--- src/rtl/pueo_trig_timestamp.sv ---
// Trigger timestamper: stamps trigger strobes with {second, subsecond} relative to the last PPS
// and queues them, with an event number and status flags, in a first-word-fall-through FIFO.
module pueo_trig_timestamp #(
  parameter int unsigned FIFO_DEPTH = 16,
  parameter logic [31:0] MAX_SUBSEC = 32'd130000000
) (
  input  logic                         sys_clk_i,
  input  logic                         sys_rst_n_i,
  input  logic                         en_i,
  input  logic                         trig_i,
  input  logic                         pps_flag_i,
  input  logic [31:0]                  cur_sec_i,
  input  logic [31:0]                  cur_time_i,
  input  logic [31:0]                  last_pps_i,
  output logic [63:0]                  m_tdata_o,
  output logic [17:0]                  m_tuser_o,
  output logic                         m_tvalid_o,
  input  logic                         m_tready_i,
  output logic [$clog2(FIFO_DEPTH):0]  fifo_count_o,
  output logic [15:0]                  drop_count_o
);

  localparam int unsigned PtrW = $clog2(FIFO_DEPTH);
  localparam int unsigned CntW = PtrW + 1;
  localparam logic [CntW-1:0] DepthC = CntW'(FIFO_DEPTH);

  // Entry layout: {long_second, no_pps, event[15:0], second[31:0], subsecond[31:0]}
  localparam int unsigned EntryW = 82;

  logic            cap_valid_q, cap_valid_d;
  logic [31:0]     cap_sec_q, cap_sec_d;
  logic [31:0]     cap_sub_q, cap_sub_d;
  logic            cap_no_pps_q, cap_no_pps_d;
  logic            cap_long_q, cap_long_d;
  logic            pps_seen_q, pps_seen_d;
  logic [15:0]     evt_q, evt_d;
  logic [15:0]     drop_q, drop_d;
  logic [PtrW-1:0] wr_ptr_q, wr_ptr_d;
  logic [PtrW-1:0] rd_ptr_q, rd_ptr_d;
  logic [CntW-1:0] count_q, count_d;

  logic [EntryW-1:0] mem_q [FIFO_DEPTH];
  logic [EntryW-1:0] wr_entry;
  logic [EntryW-1:0] head;

  logic accept, valid, pop, room, push, drop;

  assign valid = (count_q != '0);
  assign pop   = valid && m_tready_i;
  assign room  = (count_q < DepthC) || pop;
  assign push  = cap_valid_q && room;
  assign drop  = cap_valid_q && !room;
  assign head  = mem_q[rd_ptr_q];

  // Stage 0: capture. A coincident PPS puts the trigger at the start of the next second while
  // the counter inputs still carry the previous second's values.
  always_comb begin
    accept       = trig_i && en_i;
    cap_valid_d  = accept;
    cap_sec_d    = cap_sec_q;
    cap_sub_d    = cap_sub_q;
    cap_no_pps_d = cap_no_pps_q;
    cap_long_d   = cap_long_q;
    if (accept) begin
      if (pps_flag_i) begin
        cap_sec_d = cur_sec_i + 32'd1;
        cap_sub_d = '0;
      end else begin
        cap_sec_d = cur_sec_i;
        cap_sub_d = cur_time_i - last_pps_i;
      end
      cap_no_pps_d = !pps_seen_q;
      cap_long_d   = (cap_sub_d > MAX_SUBSEC);
    end
    pps_seen_d = pps_seen_q || pps_flag_i;
  end

  // Stage 1: write. The event number is assigned here so dropped captures never consume one.
  always_comb begin
    wr_entry = {cap_long_q, cap_no_pps_q, evt_q, cap_sec_q, cap_sub_q};
    evt_d    = push ? evt_q + 16'd1 : evt_q;
    wr_ptr_d = push ? wr_ptr_q + PtrW'(1) : wr_ptr_q;
    rd_ptr_d = pop ? rd_ptr_q + PtrW'(1) : rd_ptr_q;
    count_d  = count_q;
    if (push && !pop) begin
      count_d = count_q + CntW'(1);
    end else if (pop && !push) begin
      count_d = count_q - CntW'(1);
    end
    drop_d = drop_q;
    if (drop && (drop_q != 16'hFFFF)) begin
      drop_d = drop_q + 16'd1;
    end
  end

  always_ff @(posedge sys_clk_i or negedge sys_rst_n_i) begin
    if (!sys_rst_n_i) begin
      cap_valid_q  <= 1'b0;
      cap_sec_q    <= '0;
      cap_sub_q    <= '0;
      cap_no_pps_q <= 1'b0;
      cap_long_q   <= 1'b0;
      pps_seen_q   <= 1'b0;
      evt_q        <= '0;
      drop_q       <= '0;
      wr_ptr_q     <= '0;
      rd_ptr_q     <= '0;
      count_q      <= '0;
    end else begin
      cap_valid_q  <= cap_valid_d;
      cap_sec_q    <= cap_sec_d;
      cap_sub_q    <= cap_sub_d;
      cap_no_pps_q <= cap_no_pps_d;
      cap_long_q   <= cap_long_d;
      pps_seen_q   <= pps_seen_d;
      evt_q        <= evt_d;
      drop_q       <= drop_d;
      wr_ptr_q     <= wr_ptr_d;
      rd_ptr_q     <= rd_ptr_d;
      count_q      <= count_d;
    end
  end

  // Storage needs no reset: outputs are masked whenever the FIFO is empty.
  always_ff @(posedge sys_clk_i) begin
    if (push) begin
      mem_q[wr_ptr_q] <= wr_entry;
    end
  end

  assign m_tvalid_o   = valid;
  assign m_tdata_o    = valid ? head[63:0] : '0;
  assign m_tuser_o    = valid ? head[81:64] : '0;
  assign fifo_count_o = count_q;
  assign drop_count_o = drop_q;

endmodule

--- config.mk ---
export PLATFORM = sky130hd
export DESIGN_NAME = pueo_trig_timestamp
export DESIGN_NICKNAME = d
export VERILOG_FILES = /design/src/rtl/pueo_trig_timestamp.sv
export SDC_FILE = /design/constraint.sdc
export NUM_CORES = 2
export LEC_CHECK = 0
export ABC_AREA = 1
export CELL_PAD_IN_SITES_DETAIL_PLACEMENT = 1
export CELL_PAD_IN_SITES_GLOBAL_PLACEMENT = 2
export CORE_MARGIN = 10
export CORE_UTILIZATION = 30
export DETAILED_ROUTE_END_ITERATION = 8
export GPL_ROUTABILITY_DRIVEN = 1
export PLACE_DENSITY = 0.62
export SLEW_MARGIN = 10
export SYNTH_ARGS = -nofsm -noshare
export SYNTH_HDL_FRONTEND = slang
export SYNTH_SLANG_ARGS = --single-unit
--- constraint.sdc ---
create_clock -name sys_clk_i -period 5.33 [get_ports sys_clk_i]
set_clock_uncertainty 0.15 [all_clocks]
set_input_delay 1.066 -clock sys_clk_i [delete_from_list [all_inputs] [get_ports sys_clk_i]]
set_output_delay 1.066 -clock sys_clk_i [all_outputs]
set_load 0.03 [all_outputs]
# Word level (Yosys, flattened, before mapping)
# Memories as Yosys holds them, arrays and structs flattened.
# Cells that the tools add are included.
[word_totals]
regBits = 113
mem_bits_rw = 1312
mem_count = 1
word_cells = 47
[mem_list]
columns = ["name", "words", "width", "rd", "rd_clocked_by_memory_dff", "wr", "line", "rtl"]
rows = [
  ["mem_q", 16, 82, 1, 0, 1, "42", "logic [EntryW-1:0] mem_q [FIFO_DEPTH];"],
]
[classes]
order_cmp = 2
n_mux = 9
add_sub_neg = 8
reduce_logical = 15
n_eq_ne = 1
[ops]
columns = ["op", "count"]
rows = [
  ["two-way mux 32 bit", 3],
  ["two-way mux 64 bit", 1],
  ["adder 16 x 1 -> 16 bit (second input constant)", 2],
  ["adder 32 x 1 -> 32 bit (second input constant)", 1],
  ["> comparator 32 x 27 -> 1 bit (second input constant)", 1],
  ["subtractor 32 bit", 1],
  ["two-way mux 18 bit", 1],
  ["!= test 16 bit (second input constant)", 1],
  ["two-way mux 5 bit", 2],
  ["adder 4 x 1 -> 4 bit (second input constant)", 2],
  ["logical AND 1 bit", 7],
  ["adder 5 x 1 -> 5 bit (second input constant)", 1],
  ["less-than comparator 5 bit (second input constant)", 1],
  ["nonzero test 5 bit", 1],
  ["subtractor 5 x 1 -> 5 bit (second input constant)", 1],
  ["zero test 1 bit", 4],
  ["logical OR 1 bit", 2],
  ["two-way mux 1 bit", 2],
  ["nonzero test 2 bit", 1],
]

# Longest topological paths before layout
[logic_depth]
depth_word = 8
mapped_depth = 22

# Least setup slack after synthesis
# Ideal clock, no wire load.
[synth_timing]
path_kind = "in2reg"
from = "input port m_tready_i"
to = "memory mem_q[11][0], enable pin"
t_required_ns = 4.657
path_buffers = 1
t_arrival_ns = 5.212
slack_ns = -0.556
cell_stages = 7
path_cell_list = "inv_1 nand2_1 nand2_2 inv_1 clkbuf_1 nand2_1 nor2_1"
[synth_via]
elab_chain_len = 5
[synth_rtl]
columns = ["item", "line", "rtl"]
rows = [
  ["from (decl)", "18", "input logic m_tready_i,"],
  ["logical AND 1 bit", "49", "assign pop = valid && m_tready_i;"],
  ["logical OR 1 bit", "50", "assign room = (count_q < DepthC) || pop;"],
  ["logical AND 1 bit", "51", "assign push = cap_valid_q && room;"],
  ["named net push", "46", "logic accept, valid, pop, room, push, drop;"],
  ["two-way mux 1 bit", "126", "if (push) begin"],
  ["two-way mux 1 bit (not written as such)", "127", "mem_q[wr_ptr_q] <= wr_entry;"],
  ["to (decl)", "42", ""],
]
# The timed path passes the listed nets, and every way through them passes these cells.

# Worst setup path in the final report
[layout_timing]
from = "register rd_ptr_q[0]"
to = "output port m_tdata_o[43]"
[layout_via]
elab_chain_len = 2
[layout_rtl]
columns = ["item", "line", "rtl"]
rows = [
  ["from (decl)", "39", "logic [PtrW-1:0] rd_ptr_q, rd_ptr_d;"],
  ["from (signal assigned)", "119", "rd_ptr_q <= rd_ptr_d;"],
  ["memory (16 x 82 bit)", "-", ""],
  ["two-way mux 64 bit", "132", "assign m_tdata_o = valid ? head[63:0] : '0;"],
  ["to (decl)", "15", "output logic [63:0] m_tdata_o,"],
]
# Every way passes these cells.

==> flow_summary_export.csv <==
group,metric,value,unit
floorplan,die_area,214000,um2
setup_path,worstRegToRegCells,13,
synth,synth_ff_type,"edfxtp_1",
setup_path,path_max_fanout,141,
power_and_ir_drop,comb_power_share,36.1,%
sta,drv_slew,0,
floorplan,die_h,463,um
setup_path,r2r_start,"fifo_count_o[0]",
route,totalWireLength,191,mm
route,ant_nets,0,
sta,slew_headroom,39.2,%
clock_network,cts_root_buffer,"clkbuf_16",
synth,ys_warn_count,0,
finish,design_area,69700,um2
power_and_ir_drop,swShare,38.2,%
sta,fin_crit_sh,96.7,%
finish,drive_gt1_share,8.49,%
route,firstDrtPassIters,5,
clock_network,ctsHoldBuffers,0,
sta,grt_setup_unrepaired,"yes",
placement,post-place-ws,925,ps
floorplan,die_x,463,um
global_routing,grt_pass1_wl,283,mm
setup_path,critPathCaptureType,"output pin",
route,vias,39186,
clock_network,clock_path_buffers,3,
finish,final_util,35.8,%
setup_path,crit_end,"m_tdata_o[43]",
clock_network,ctsResizeCount,0,
setup_path,cp_data_required_time,4110,ps
global_routing,grt_pass1_vias,41101,
synth,synth.most_common_cell,"edfxtp_1",
route,post_drt_wl_per_cell,24.9,um
job,cap_violations,0,
global_routing,grt_antenna_before_repair,3,
setup_path,critical_path_class,"flop to output pin",
clock_network,cts_tree,"yes",
synth,synthArstFlopShare,7.93,%
power_and_ir_drop,p_switching,0.0145,W
route,avgViaCountPerCell,5.11,
clock_network,htree_levels,4,
setup_path,startpoint,"rd_ptr_q[0]",
floorplan,row_count,162,
setup_path,crit_arrival,3940,ps
synth,netlist_area,58800,um2
power_and_ir_drop,max-vdd-ir-drop,0.000381,V
synth,syn_area_per_cell,12.4,um2
synth,yosysUniqueCellTypes,41,
setup_path,cp-start-kind,"flop",
sta,fin_setup_tns,0,ps
placement,place_hpwl,103,mm
setup_path,r2r-end,"fifo_count_o[4]",
run_status,status,"completed",
floorplan,start_util,30.2,%
synth,synth_edf_count,1312,
finish,instances_no_fill,7668,
floorplan,ios,206,
sta,worstMarginPinSlew,912,ps
global_routing,grt_max_degree,160,
power_and_ir_drop,seq_power_share,36.1,%
placement,post-place-cells,7384,
clock_network,cts_setup_buffers,0,
power_and_ir_drop,leakage,23.4,nW
synth,synthTopCellsByCount,"edfxtp_1 (1312), nor2_1 (775), o21ai_0 (719)",
setup_path,rrSetupSlack,2290,ps
synth,synth_top_area_cell,"edfxtp_1",
sta,setup_viol,0,
clock_network,clock_latency,800,ps
synth,ys_ff_latch,1425,
clock_network,path_clk_slew,60,ps
sta,hold_violations,0,
synth,syn_nets,4882,
global_routing,grt-ovfl-total,0,
sta,setup_ws,176,ps
floorplan,core-area,195000,um2
clock_network,cts_made_buffers,154,
synth,ys_seq_area_share,71.9,%
placement,place_area,64800,um2
synth,synthCells,4734,
min_path,worstHoldPathType,"primary input to async pin",
sta,max_freq,0.194,GHz
synth,yosys-top-cells-area,"edfxtp_1 (67%), o21ai_0 (6.1%), nor2_1 (5.0%)",
clock_network,clock-sinks,1425,
synth,synth_top_area_share,67.1,%
finish,area_delta_synth_final,18.7,%
power_and_ir_drop,p_clk_share,27.8,%
placement,gp_congestion,0.745,
finish,fin_nets,5064,
power_and_ir_drop,power.internal,0.0235,W
global_routing,grt_use_total,17.4,%
sta,min_period,5150,ps
power_and_ir_drop,power_density,546,nW/um2
route,drc,0,
placement,io_buffers,205,
route,drtIter0Drc,2669,
-- power groups by stage --
stage | Clock (W) | Sequential [W] | Combinational [W]
after floorplan | 0 | 0.0137 | 0.00774
after global placement | 0 | 0.0140 | 0.0139
after detailed placement | 0 | 0.0140 | 0.0140
after CTS | 0.0108 | 0.0138 | 0.0140
after global routing | 0.0113 | 0.0138 | 0.0150
final | 0.0106 | 0.0137 | 0.0137
-- through the flow --
stage	power [W]	hold WS, ps
floorplan	0.0215	281
global placement	0.0278	301
detailed placement	0.0280	306
CTS	0.0386	207
global route	0.0401	254
finish	0.0381	221
-- worst min path at each step --
stage,cells after the start,from,slack (ps),endpoint
floorplan,1,pps_seen_q,280,pps_seen_q
global placement,1,pps_seen_q,300,pps_seen_q
detailed placement,1,pps_seen_q,310,pps_seen_q
CTS,1,sys_rst_n_i,210,cap_sub_q[7]
global route,1,sys_rst_n_i,250,pps_seen_q
finish,1,sys_rst_n_i,220,pps_seen_q
-- cell type report --
type                            count  area, um2
Timing Repair Buffer              325       3740
Sequential cell                  1425      42200
Antenna cell                        1       2.50
Tap cell                         2624       3280
Multi-Input combinational cell   2797      14700
Clock inverter                     70        727
Inverter                          213        832
Fill cell                       20601     125000
Clock buffer                      213       4250
-- per-layer routing --
metal	GRT usage, %	part of all wire, %	vias up	routed length, um
li1	-	-	17819	-
met1	23.5	46	20410	87400
met2	29.6	49	750	93300
met3	2.20	3.7	205	7030
met4	3.96	1.8	2	3400
met5	0	0.0068	-	13
-- placed cells by master, fill, tap and decap left out, types with 10 or more instances in the layout --
master	instances
edfxtp_1	1312
nor2_1	759
o21ai_0	719
nand2_1	415
o221ai_1	224
inv_1	194
clkdlybuf4s50_1	194
clkbuf_16	156
nand3_1	130
a21oi_1	113
dfrtp_1	109
o211ai_1	105
o22ai_1	104
buf_4	65
buf_12	65
xor2_1	48
ha_1	44
clkbuf_1	44
clkinv_1	24
clkinv_2	19
nand4_1	18
nor2_4	18
nor2_2	18
xnor2_1	17
clkbuf_8	13
nor3_1	11
inv_2	10
bufinv_16	10
-- critical path, cell delays in order (launching register included) --
cell             delay [ps]
dfrtp_4                 690
buf_12                  470
o21ai_0                 200
o221ai_1                240
nand3_1                 110
a21oi_1                 520
clkdlybuf4s50_1         790
-- logic make-up (layout without fill, tap and decap cells) --
logic type	Yosys count	count (layout)	synth area share [%]
flops	1425	1425	71.9
simple gates	1406	1406	9.74
compound gates	1280	1280	13.0
buf+inv	512	821	3.38
xor+xnor	65	65	0.969
fa+ha+maj	46	46	1.01
other cells	0	1	0
-- sequential cells by signal, indices dropped and copies added, names as in the netlist --
register / count
mem_q: 1312
cap_sec_q: 32
cap_sub_q: 32
drop_count_o: 16
evt_q: 16
fifo_count_o: 5
rd_ptr_q: 4
wr_ptr_q: 4
cap_long_q: 1
cap_no_pps_q: 1
cap_valid_q: 1
pps_seen_q: 1
No activity file was read; power rests on OpenSTA's default activity.
